**config.mk**
```make
export PLATFORM = sky130hd
export DESIGN_NAME = memio_bus_arbiter
export DESIGN_NICKNAME = d
export VERILOG_FILES = /design/src/rtl/memio_bus_arbiter.sv
export SDC_FILE = /design/constraint.sdc
export NUM_CORES = 1
export LEC_CHECK = 0
export BUFFER_PORTS_ARGS = -buffer_cell sky130_fd_sc_hd__buf_2
export CORE_ASPECT_RATIO = 0.75
export CORE_MARGIN = 4
export CORE_UTILIZATION = 41
export CTS_CLUSTER_DIAMETER = 120
export DETAILED_ROUTE_END_ITERATION = 10
export PLACE_DENSITY_LB_ADDON = 0.15
export REMOVE_ABC_BUFFERS = 1
export SLEW_MARGIN = 15
export SYNTH_ARGS = -nofsm -noshare
export SYNTH_HDL_FRONTEND = slang
export SYNTH_SLANG_ARGS = --single-unit
```
**constraint.sdc**
```tcl
create_clock -name clk -period 2.9 [get_ports clk]
set_input_delay 0.87 -clock clk [delete_from_list [all_inputs] [get_ports clk]]
set_output_delay 0.87 -clock clk [all_outputs]
set_load 0.01 [all_outputs]
```
**src/rtl/memio_bus_arbiter.sv**
```systemverilog
// memio_bus_arbiter: round-robin arbiter sharing the memory/IO bus between
// requester 0 (CPU) and requester 1 (SPI boot/DMA loader). Each grant runs
// one transaction IDLE -> ACCESS -> CAPTURE -> RESP with registered bus drive.
// Optional feature: define ARB_LOCK_EN to add lock_0/lock_1, which let the
// current owner keep the bus for back-to-back transactions.
module memio_bus_arbiter #(
    parameter int AW      = 12,
    parameter int DW      = 16,
    parameter int ACC_CYC = 1
) (
    input  logic          clk,
    input  logic          rst,
    input  logic          req_0,
    input  logic          req_1,
    input  logic [AW-1:0] addr_0,
    input  logic [AW-1:0] addr_1,
    input  logic [DW-1:0] wdata_0,
    input  logic [DW-1:0] wdata_1,
    input  logic          we_0,
    input  logic          we_1,
`ifdef ARB_LOCK_EN
    input  logic          lock_0,
    input  logic          lock_1,
`endif
    output logic          gnt_0,
    output logic          gnt_1,
    output logic          rvalid_0,
    output logic          rvalid_1,
    output logic [DW-1:0] rdata_0,
    output logic [DW-1:0] rdata_1,
    output logic [AW-1:0] bus_addr,
    output logic [DW-1:0] bus_dout,
    output logic          bus_we,
    output logic          bus_en,
    input  logic [DW-1:0] bus_din,
    output logic          busy
);

    localparam int CW = $clog2(ACC_CYC) + 1;

    typedef enum logic [1:0] {
        ST_IDLE,
        ST_ACCESS,
        ST_CAPTURE,
        ST_RESP
    } state_t;

    state_t        state_q, state_d;
    logic [CW-1:0] cnt_q, cnt_d;
    logic          ptr_q, ptr_d;        // requester that wins the next tie
    logic          owner_q, owner_d;    // requester of the transaction in flight
    logic          we_q, we_d;          // latched direction of the transaction
    logic          lock_q, lock_d;      // owner asked to keep the bus
    logic [1:0]    gnt_q, gnt_d;
    logic [1:0]    rvalid_q, rvalid_d;
    logic [DW-1:0] rdata0_q, rdata0_d;
    logic [DW-1:0] rdata1_q, rdata1_d;
    logic [AW-1:0] bus_addr_q, bus_addr_d;
    logic [DW-1:0] bus_dout_q, bus_dout_d;
    logic          bus_we_q, bus_we_d;
    logic          bus_en_q, bus_en_d;

    logic [1:0]    req_vec;
    logic [1:0]    lock_in;
    logic          winner;

    assign req_vec = {req_1, req_0};
`ifdef ARB_LOCK_EN
    assign lock_in = {lock_1, lock_0};
`else
    assign lock_in = 2'b00;
`endif

    // Next-state and next-output logic for the transaction sequencer.
    always_comb begin
        // NOTE: every variable gets a default before the case so no path leaves it unassigned (no latches).
        state_d    = state_q;
        cnt_d      = cnt_q;
        ptr_d      = ptr_q;
        owner_d    = owner_q;
        we_d       = we_q;
        lock_d     = lock_q;
        gnt_d      = gnt_q;
        rvalid_d   = 2'b00;
        rdata0_d   = rdata0_q;
        rdata1_d   = rdata1_q;
        bus_addr_d = bus_addr_q;
        bus_dout_d = bus_dout_q;
        bus_we_d   = 1'b0;
        bus_en_d   = 1'b0;
        winner     = 1'b0;

        case (state_q)
            ST_IDLE: begin
                lock_d = 1'b0;
                if (lock_q && req_vec[owner_q]) begin
                    winner = owner_q;
                end else if (req_0 && req_1) begin
                    winner = ptr_q;
                end else begin
                    winner = req_1;
                end
                if (req_0 || req_1) begin
                    state_d    = ST_ACCESS;
                    owner_d    = winner;
                    cnt_d      = CW'(ACC_CYC - 1);
                    we_d       = winner ? we_1 : we_0;
                    lock_d     = lock_in[winner];
                    gnt_d      = winner ? 2'b10 : 2'b01;
                    bus_addr_d = winner ? addr_1 : addr_0;
                    bus_dout_d = winner ? wdata_1 : wdata_0;
                    bus_we_d   = winner ? we_1 : we_0;
                    bus_en_d   = 1'b1;
                end
            end

            ST_ACCESS: begin
                if (cnt_q == '0) begin
                    state_d = ST_CAPTURE;
                end else begin
                    cnt_d    = cnt_q - CW'(1);
                    bus_en_d = 1'b1;
                    bus_we_d = we_q;
                end
            end

            ST_CAPTURE: begin
                if (!we_q) begin
                    if (owner_q) rdata1_d = bus_din;
                    else         rdata0_d = bus_din;
                end
                rvalid_d[owner_q] = 1'b1;
                state_d           = ST_RESP;
            end

            ST_RESP: begin
                gnt_d = 2'b00;
                if (!lock_q) ptr_d = ~owner_q;
                state_d = ST_IDLE;
            end

            default: state_d = ST_IDLE;
        endcase
    end

    // State and output registers; reset clears everything immediately.
    always_ff @(posedge clk or posedge rst) begin
        if (rst) begin
            state_q    <= ST_IDLE;
            cnt_q      <= '0;
            ptr_q      <= 1'b0;
            owner_q    <= 1'b0;
            we_q       <= 1'b0;
            lock_q     <= 1'b0;
            gnt_q      <= 2'b00;
            rvalid_q   <= 2'b00;
            rdata0_q   <= '0;
            rdata1_q   <= '0;
            bus_addr_q <= '0;
            bus_dout_q <= '0;
            bus_we_q   <= 1'b0;
            bus_en_q   <= 1'b0;
        end else begin
            // NOTE: non-blocking assignments so every register samples the pre-edge values.
            state_q    <= state_d;
            cnt_q      <= cnt_d;
            ptr_q      <= ptr_d;
            owner_q    <= owner_d;
            we_q       <= we_d;
            lock_q     <= lock_d;
            gnt_q      <= gnt_d;
            rvalid_q   <= rvalid_d;
            rdata0_q   <= rdata0_d;
            rdata1_q   <= rdata1_d;
            bus_addr_q <= bus_addr_d;
            bus_dout_q <= bus_dout_d;
            bus_we_q   <= bus_we_d;
            bus_en_q   <= bus_en_d;
        end
    end

    assign gnt_0    = gnt_q[0];
    assign gnt_1    = gnt_q[1];
    assign rvalid_0 = rvalid_q[0];
    assign rvalid_1 = rvalid_q[1];
    assign rdata_0  = rdata0_q;
    assign rdata_1  = rdata1_q;
    assign bus_addr = bus_addr_q;
    assign bus_dout = bus_dout_q;
    assign bus_we   = bus_we_q;
    assign bus_en   = bus_en_q;
    assign busy     = (state_q != ST_IDLE);

endmodule

```
Word-level counts from Yosys, hierarchy flattened
Cells that the tools add are included.
{ "classes": {"n_lt_le_gt_ge": 3, "n_reduce_logical": 15, "bitwise": 3, "n_mux": 28, "n_eq_ne": 5, "n_addsub": 1} }
{ "op_table": {"columns": ["op", "count"], "rows": [
  ["16-bit 2-to-1 mux", 1],
  ["1-bit 2-to-1 mux", 15],
  ["12-bit 2-to-1 mux", 1],
  ["2-bit 2-to-1 mux", 5],
  ["2-bit AND reduction", 5],
  ["2-bit one-hot mux with 4 select lines", 1],
  ["1-bit one-hot mux with 2 select lines", 3],
  ["3-bit AND reduction", 2],
  ["2-bit nonzero test", 3],
  ["2-bit equality test, second input constant", 2],
  ["1-bit by 2-bit less-than comparator with 1-bit output, second input constant", 2],
  ["2-bit != test, second input constant", 2],
  ["2-bit one-hot mux with 2 select lines", 1],
  ["1-bit logical AND", 3],
  ["1-bit NOT", 3],
  ["2-bit by 1-bit equality test with 1-bit output, second input constant", 1],
  ["2-bit logical NOT", 1],
  ["1-bit demux with 1-bit select", 1],
  ["1-bit >= comparator, second input constant", 1],
  ["1-bit logical OR", 1],
  ["1-bit subtractor, second input constant", 1]
]} }
{ "totals": {"out_inout_bits": 67, "elab_cells": 69, "inputBits": 78, "register_bits": 73} }

Depth between registers and ports, before layout
Gate-level depths: netlist of run 1.
{ "depth": {"word_depth": 8, "mapped_depth": 8, "mapped_depth_nobuf": 6} }

Worst setup path after synthesis of run 1
OpenSTA, ideal clock, no wires.
{ "synth_path": {"path_kind": "input port to flip-flop", "startpoint": "input port req_1", "endpoint": "register bus_addr_q[10] (netlist: bus_addr[10])", "setup_slack_ns": 1.207, "setup_ns": 0.126, "path_buffers": 2, "t_arrival_ns": 1.567, "t_required_ns": 2.774, "cell_stages": 6, "cell_sequence": "buf_2 > o21ai_1 > inv_1 > buf_2 > nor2_1 > a21oi_1"} }
{ "synth_between": {"elab_chain_len": 6, "elab_cells_between_ends": 10, "cone_classes": "mux (6); reduce/logical (4)"} }
{ "synth_rtl": {"columns": ["element", "line", "text"], "rows": [
  ["from (decl)", "14", "input logic req_1,"],
  ["1-bit 2-to-1 mux (not written as such) (2 in a row)", "96", "if (lock_q && req_vec[owner_q]) begin"],
  ["1-bit logical AND", "96", null],
  ["1-bit 2-to-1 mux", "96", null],
  ["1-bit 2-to-1 mux", "93", "case (state_q)"],
  ["12-bit 2-to-1 mux", "110", "bus_addr_d = winner ? addr_1 : addr_0;"],
  ["to (signal assigned)", "175", "bus_addr_q <= bus_addr_d;"],
  ["to (decl)", "58", "logic [AW-1:0] bus_addr_q, bus_addr_d;"]
]} }
Parallel ways exist; a longest one is shown, timed or not. The select of a mux whose other input is x is not followed.
A chain may end at the register's enable or synchronous reset.

Final worst setup path of run 1
{ "layout_path": {"startpoint": "register state_q[0]", "endpoint": "output port busy"} }
{ "layout_between": {"elab_chain_len": 1} }
{ "layout_rtl": {"columns": ["element", "line", "text"], "rows": [
  ["from (decl)", "48", "state_t state_q, state_d;"],
  ["from (signal assigned)", "165", "state_q <= state_d;"],
  ["2-bit nonzero test", "192", "assign busy = (state_q != ST_IDLE);"],
  ["to (decl)", "36", "output logic busy"]
]} }
Every way passes these cells.

==> results of run 1 <==
==> metal layers <==
| layer | wire, um | track usage (%) | up-vias |
|---|---|---|---|
| li1 | - | - | 1256 |
| met1 | 3553 | 23.79 | 1292 |
| met2 | 3911 | 28.31 | 102 |
| met3 | 545 | 5.491 | 10 |
| met4 | 113 | 6.342 | 0 |
| met5 | 0 | 0 | - |
==> kinds of logic after synthesis <==
family                     after synthesis
AOI/OAI and AO/OA                       94
DFF                                     71
and+or+nand+nor                         45
muxes                                   33
buffers and inverters                   32
adders and majority gates                3
==> Yosys cell counts, types with 2 or more instances <==
| cell | n |
|---|---|
| dfrtp_1 | 71 |
| nor2_1 | 32 |
| a21oi_1 | 30 |
| a31oi_1 | 30 |
| o21ai_0 | 28 |
| mux2_4 | 20 |
| mux2_2 | 13 |
| buf_2 | 11 |
| inv_1 | 8 |
| clkbuf_1 | 7 |
| nand2_1 | 5 |
| ha_1 | 3 |
| o21ai_1 | 3 |
| buf_6 | 2 |
| clkbuf_2 | 2 |
| nand3_1 | 2 |
==> layout make-up <==
cell class / instances / area, sq um / share of cell area, %
clock buffer: 11 / 151.4 / 3.664
multi-input combinational: 175 / 1209 / 29.26
timing repair buffer: 151 / 798.3 / 19.32
inverter: 8 / 30.03 / 0.7268
sequential: 71 / 1777 / 43.00
clock inverter: 5 / 40.04 / 0.9691
tap: 101 / 126.4 / 3.059
==> path summary, 6_finish.rpt <==
check / from / to / slack (ns) / depth (start not counted)
max in group asynchronous: rst / state_q[1] / 1.99 / 3
worst max register to register: state_q[0] / rdata_0[12] / 1.00 / 5
min in group asynchronous: rst / bus_en / 0.60 / 3
worst min register to register: owner_q / rvalid_q[0] / 0.50 / 1
worst min-delay path: owner_q / rvalid_q[0] / 0.50 / 1
worst max-delay path: state_q[0] / busy / 0.65 / 4
==> sequential cells by signal (all words and copies together) (netlist names), 2 cells and up <==
register / cells
bus_addr: 12
rdata_1: 16
gnt_q: 2
rvalid_q: 2
bus_dout: 16
state_q: 2
rdata_0: 16
==> metrics by stage <==
step	area, sq um	power (mW)	setup WS (ns)	std cells
4_1_cts	4131	4.555	0.6420	522
3_5_place_dp	3940	3.785	0.6680	506
2_1_floorplan	3012	2.960	-0.1256	254
6_report	4131	4.493	0.6493	522
3_3_place_gp	3940	3.747	0.7056	506
5_1_grt	4131	4.847	0.5304	522
==> placed cells by master, fill, tap and decap left out <==
| cell | count |
|---|---|
| a31oi_1 | 30 |
| clkbuf_8 | 11 |
| and2_4 | 1 |
| mux2_2 | 13 |
| o21ai_1 | 2 |
| nand3_1 | 2 |
| buf_4 | 5 |
| and2b_1 | 1 |
| nand2b_2 | 1 |
| clkinvlp_4 | 3 |
| nor2b_4 | 1 |
| buf_12 | 2 |
| a32o_1 | 1 |
| nor2_1 | 32 |
| buf_2 | 144 |
| nand2b_1 | 1 |
| nand2_1 | 5 |
| a22o_1 | 1 |
| dfrtp_1 | 71 |
| inv_2 | 1 |
| inv_1 | 7 |
| nor2b_2 | 1 |
| ha_1 | 3 |
| a21oi_1 | 30 |
| mux2_4 | 20 |
| inv_6 | 2 |
| o21ai_2 | 1 |
| o21ai_0 | 28 |
| o22ai_1 | 1 |
==> report_power, final <==
| part | switching [mW] | internal, mW |
|---|---|---|
| clock network | 0.380 | 0.363 |
| logic | 1.03 | 0.972 |
| registers | 0.257 | 1.49 |
| total | 1.67 | 2.82 |
==> critical path: cells and delay by family (launching register included) <==
family / cells / cell delay, ns
flops: 1 / 0.39
fa+ha+maj: 1 / 0.36
buf+inv: 3 / 0.31
==> flow_metrics.tcl, run 1 <==
set metrics [dict create \
    grt_usage_pct 18.13 \
    clock_skew_ns 0.009634 \
    firstDrtPassIters 4 \
    final_layout_size_suffix_gt1_share_pct 48.93 \
    yosys-top-cells-area "dfrtp_1, mux2_4, a31oi_1" \
    num_rows 27 \
    grt_start_max_net_pins 72 \
    syn_avg_cell_area_sq_um 11.37 \
    ys_ff_latch 71 \
    area_growth_pct 30.72 \
    rsz0062_at_grt "no" \
    postRouteAntennaNets 0 \
    dpl.hpwl_mm 5.708 \
    max_freq_mhz 444.3 \
    pwr_density_cell_nw_per_um2 1087 \
    nNetsFinal 497 \
    synthCells 278 \
    clkTransAtPathRegs_ns 0.08 \
    initial_core_util_pct 42.53 \
    hold_class "reg -> reg" \
    end_kind "output port" \
    postSynth.asyncResetShare_pct 100.0 \
    synth_warnings 0 \
    grt_pass1_vias 2693 \
    crit_path_max_fanout 9 \
    yosysUniqueCellTypes 27 \
    fin_crit_ns 2.251 \
    postCtsSetupBuffers 0 \
    slew_headroom_pct 43.73 \
    die_x_um 109.4 \
    synth_edf_count 0 \
    status "finished clean" \
    synth_adder_area_share_pct 1.188 \
    htreeDepth 3 \
    wl_mm 8.124 \
    slew_violations 0 \
    critPathMaxStageDelay_ns 0.39 \
    grt_pass1_wl_mm 13.10 \
    cts_resized 0 \
    antenna_found_initial 0 \
    cts-root-buf "clkbuf_8" \
    wl_per_cell_um 15.56 \
    hold_viol_final 0 \
    cts.path.max_buffers 2 \
    ys_seq_area_share_pct 56.22 \
    drc 0 \
    io_buffers 144 \
    yosys.area.top_type_share_pct 56.22 \
    netlist_area_sq_um 3161 \
    max_slew.worst_pin.slew_ns 0.8440 \
    cts_buffers 9 \
    fin_crit_sh_pct 77.61 \
    fill_cells 715 \
    synthSimpleGateAreaFrac_pct 6.413 \
    synth-main-ff-cell "dfrtp_1" \
    path_class "reg -> out" \
    io_pins 145 \
    dieArea_sq_um 9192 \
    crit_path_cell_trace "inv_1 -> ha_1 -> inv_1 -> buf_2" \
    gp_congestion 0.7604 \
    crit_arrival_ns 1.38 \
    setup.worst_path.start_class "flip-flop" \
    fin_tns_setup_ns 0 \
    synth_top_family_by_area "compound AO/OA/AOI/OAI gates" \
    path_common_cell "inv_1" \
    holdBufCountCts 0 \
    synthXorXnorAreaFrac_pct 0 \
    core-area_sq_um 7432 \
    synthMuxAreaShare_pct 14.13 \
    clock_latency_ns 0.34 \
    num_antenna_cells 0 \
    whs_ns 0.5021 \
    maxCapViolations 0 \
    final_core_util_pct 55.59 \
    yosysTopAreaCell "dfrtp_1" \
    synth_compound_area_share_pct 16.39 \
    die_y_um 84.04 \
    dr_total_vias 2660 \
    cts.sinks 71 \
    required_ns 2.03 \
    drtIter0Drc 116 \
    grt.overflow.total 0 \
    drt-vias-per-instance 5.096 \
    cts_tree "built" \
    p_leak_nw 2.023 \
    setup_violations 0 \
    ir_worst_vdd_v 0.0004657 \
    cp_slowest_cell "dfrtp_1" \
]
Note: power is estimated with default switching activity, not from simulation.
==> run 2: changes to the inputs <==
Clock period 2.9 ns to 2.1 ns, I/O delays scaled along.
==> flow_metrics.tcl, run 2 (same netlist as run 1, synthesis figures left out) <==
set metrics [dict create \
    status "finished clean" \
    cts.path.max_buffers 2 \
    clock_latency_ns 0.34 \
    initial_core_util_pct 42.53 \
    path_class "reg -> out" \
    io_pins 145 \
    clock_skew_ns 0.006576 \
    grt_start_max_net_pins 72 \
    firstDrtPassIters 6 \
    rsz0062_at_grt "no" \
    slew_violations 0 \
    drt-vias-per-instance 5.089 \
    wl_per_cell_um 16.01 \
    die_x_um 109.4 \
    ir_worst_vdd_v 0.0006174 \
    dieArea_sq_um 9192 \
    num_antenna_cells 0 \
    layout_commonest_cell "buf_2" \
    dpl.hpwl_mm 6.062 \
    fin_tns_setup_ns 0 \
    fin_crit_ns 1.976 \
    place_ws_ns 0.2592 \
    cts_buffers 9 \
    p_leak_nw 2.072 \
    num_rows 27 \
    max_slew.worst_pin.slew_ns 0.4506 \
    grt_usage_pct 19.12 \
    drtIter0Drc 134 \
    htreeDepth 3 \
    cts_tree "built" \
    end_kind "output port" \
    final_layout_size_suffix_gt1_share_pct 49.53 \
    slew_headroom_pct 69.96 \
    crit_path_max_fanout 9 \
    clkTransAtPathRegs_ns 0.08 \
    area_growth_pct 33.37 \
    grt.overflow.total 0 \
    multi_input_area_sq_um 1211 \
    nNetsFinal 502 \
    dr_total_vias 2682 \
    max_freq_mhz 506.0 \
    setup_violations 0 \
    grt_pass1_vias 2734 \
    postRouteAntennaNets 0 \
    pwr_density_cell_nw_per_um2 1533 \
    cts-root-buf "clkbuf_8" \
    required_ns 1.47 \
    grt_pass1_wl_mm 13.77 \
    maxCapViolations 0 \
    io_buffers 144 \
    die_y_um 84.04 \
    seqCellArea_sq_um 1777 \
    hold_viol_final 0 \
    fill_cells 695 \
    r2r_cells 6 \
    setup.worst_path.start_class "flip-flop" \
    holdBufCountCts 0 \
    crit_arrival_ns 1.35 \
    antenna_found_initial 0 \
    gp_congestion 0.8092 \
    final_cell_mix "buf_2, dfrtp_1, nor2_1" \
    core-area_sq_um 7432 \
    wl_mm 8.439 \
    drc 0 \
    worst_slack_ns 0.1237 \
    fin_crit_sh_pct 94.11 \
    hold_class "in -> async" \
    cts.sinks 71 \
]
## run 2: cell type report
| class | instances | area share, % |
|---|---|---|
| clock inverter | 5 | 1.929 |
| clock buffer | 11 | 3.354 |
| timing repair buffer | 156 | 20.12 |
| sequential | 71 | 42.15 |
| multi-input combinational | 175 | 28.73 |
| inverter | 8 | 0.7124 |
| tap | 101 | 2.998 |
## run 2: where the power goes
| group | switching [mW] | internal, mW |
|---|---|---|
| registers | 0.378 | 2.06 |
| logic | 1.44 | 1.38 |
| clock network | 0.508 | 0.702 |
## run 2: path summary, 6_finish.rpt
| check | start | end | slack (ns) |
|---|---|---|---|
| setup reg to reg | state_q[0] | rdata_0[11] | 0.40 |
| hold reg to reg | rdata_1[13] | rdata_1[13] | 0.51 |
| min in group clk | rdata_1[13] | rdata_1[13] | 0.51 |
| setup / recovery | state_q[0] | busy | 0.12 |
| hold / removal | rst | bus_en | 0.35 |
| max in group asynchronous | rst | owner_q | 1.44 |
## run 2: critical path, cell delays in order, from the launching register on
cell and delay (ns):
dfrtp_1 0.39, inv_1 0.11, ha_2 0.31, inv_1 0.07
buf_2 0.14
## run 2: stage by stage
step / total power, mW / util (%) / cells / instance area (sq um) / hold WS [ns]
finish: 6.461 / 56.72 / 527 / 4215 / 0.3494
global route: 6.973 / 56.72 / 527 / 4215 / 0.3790
CTS: 6.551 / 56.72 / 527 / 4215 / 0.3593
detailed placement: 5.294 / 53.69 / 511 / 3990 / 0.4880
global placement: 5.217 / 53.69 / 511 / 3990 / 0.4850
floorplan: 4.087 / - / 254 / 3012 / 0.4591
## run 2: routing by layer
| layer | global-route usage [%] | wire length, um | up-vias |
|---|---|---|---|
| li1 | - | - | 1268 |
| met4 | 5.663 | 124 | 0 |
| met1 | 27.56 | 3859 | 1303 |
| met3 | 5.955 | 492 | 14 |
| met2 | 27.48 | 3962 | 97 |
| met5 | 0 | 0 | - |
## run 2: timing repair
| action | in CTS | in global routing |
|---|---|---|
| endpoints found under the hold margin | 0 | 0 |
| gates resized for setup | 1 | 0 |
| setup buffers | 0 | 0 |
| setup endpoints to repair | 1 | 0 |
==> run 3: changes to the inputs <==
Clock period 2.1 ns to 1.9 ns, I/O delays scaled along.
==> flow_metrics.tcl, run 3 (same netlist as run 1, synthesis figures left out) <==
set metrics [dict create \
    status "finished clean" \
    setup.worst_path.start_class "flip-flop" \
    die_y_um 84.04 \
    io_pins 145 \
    max_slew.worst_pin.slew_ns 0.3701 \
    crit_family "flip-flops" \
    ir_worst_vdd_v 0.0007272 \
    crit_path_max_fanout 9 \
    cts.path.max_buffers 2 \
    cts_tree "built" \
    grt.overflow.total 0 \
    fin_tns_setup_ns 0 \
    drtIter0Drc 105 \
    antenna_found_initial 0 \
    endpoint "busy" \
    dpl.hpwl_mm 5.885 \
    rsz0062_at_grt "no" \
    grt_pass1_wl_mm 13.68 \
    postCtsSetupBuffers 0 \
    num_rows 27 \
    firstDrtPassIters 5 \
    hold_class "in -> async" \
    maxCapViolations 0 \
    path_common_cell "inv_1" \
    crit_path_cell_trace "inv_1 -> ha_4 -> inv_1 -> buf_2" \
    path_depth 4 \
    layout_commonest_cell "buf_2" \
    wl_mm 8.387 \
    place_ws_ns 0.2611 \
    final_cell_mix "buf_2, dfrtp_1, nor2_1" \
    cts_buffers 9 \
    fin_crit_sh_pct 95.39 \
    startpoint "state_q[0]" \
    grt_start_max_net_pins 72 \
    end_kind "output port" \
    drc 0 \
    gp_congestion 0.7871 \
    worstReg2RegEnd "rdata_0[13]" \
    fin_crit_ns 1.812 \
    clock_skew_ns 0.009962 \
    critPathMaxStageDelay_ns 0.38 \
    r2r_cells 6 \
    io_buffers 144 \
    path_class "reg -> out" \
    hold_viol_final 0 \
    grt_usage_pct 18.98 \
    r2r-start "state_q[0]" \
    holdBufCountCts 0 \
    initial_core_util_pct 42.53 \
    area_growth_pct 34.96 \
    nNetsFinal 504 \
    postRouteAntennaNets 0 \
    wl_per_cell_um 15.85 \
    worst_slack_ns 0.08758 \
    crit_arrival_ns 1.24 \
    clock_latency_ns 0.34 \
    final_layout_size_suffix_gt1_share_pct 49.77 \
    pwr_density_cell_nw_per_um2 1695 \
    die_x_um 109.4 \
    htreeDepth 3 \
    cp_slowest_cell "dfrtp_1" \
    dieArea_sq_um 9192 \
    num_antenna_cells 0 \
    p_leak_nw 2.092 \
    dp_cells 513 \
    drt-vias-per-instance 5.095 \
    crit_buf_inv 3 \
    cts.sinks 71 \
    required_ns 1.33 \
    core-area_sq_um 7432 \
    setup_violations 0 \
    power.total_mw 7.228 \
    cts-root-buf "clkbuf_8" \
    dr_total_vias 2695 \
    max_freq_mhz 551.8 \
    instances_no_fill 529 \
    grt_pass1_vias 2727 \
    slew_violations 0 \
    slew_headroom_pct 75.33 \
    r2r_setup_slack_ns 0.22 \
    clkTransAtPathRegs_ns 0.08 \
]
run 3: power by group:
part	switching (mW)	total, mW	internal (mW)
registers	0.416	2.69	2.27
clock network	0.565	1.34	0.776
logic	1.60	3.20	1.60
run 3: layout make-up:
type / count / area [sq um]
flip-flops and latches: 71 / 1777
well taps: 101 / 126.4
fillers: 694 / 3167
clock inverters: 5 / 81.33
inverters: 8 / 30.03
repair buffers: 158 / 888.4
clock buffers: 11 / 141.4
multi-input cells: 175 / 1221
run 3: tightest hold or removal path, delay by kind of cell:
kind / cells / cell delay, ns
buffers and inverters: 3 / 0.49
run 3: per-stage QoR:
stage | instance area [sq um] | utilization [%] | hold WS, ns
global route | 4265 | 57.39 | 0.3137
CTS | 4255 | 57.26 | 0.3024
detailed placement | 4030 | 54.23 | 0.4860
floorplan | 3012 | - | 0.4591
finish | 4265 | 57.39 | 0.3061
global placement | 4030 | 54.23 | 0.4844
run 3: repair_timing:
item / 4_1_cts / 5_1_grt
hold endpoints to repair: 0 / 0
endpoints found under the setup margin: 1 / 1
resized for setup: 1 / 1
run 3: how the worst min path moves through the flow:
stage | start | end | slack (ns) | cells past startpoint
final | rst | rdata_0[10] | 0.31 | 3
after global routing | rst | bus_dout[7] | 0.31 | 3
after CTS | rst | bus_en | 0.30 | 3
after detailed placement | rdata_0[15] | rdata_0[15] | 0.49 | 1
after global placement | rdata_1[8] | rdata_1[8] | 0.48 | 1
after floorplan | owner_q | rvalid_q[0] | 0.46 | 1
run 3: per-layer routing:
layer  vias up  GRT usage (%)  share of wire, %
met3        12          5.491               5.5
li1       1268              -                 -
met1      1320          25.78                44
met2        95          29.53                49
met5         -              0                 0
met4         0          5.323               1.6
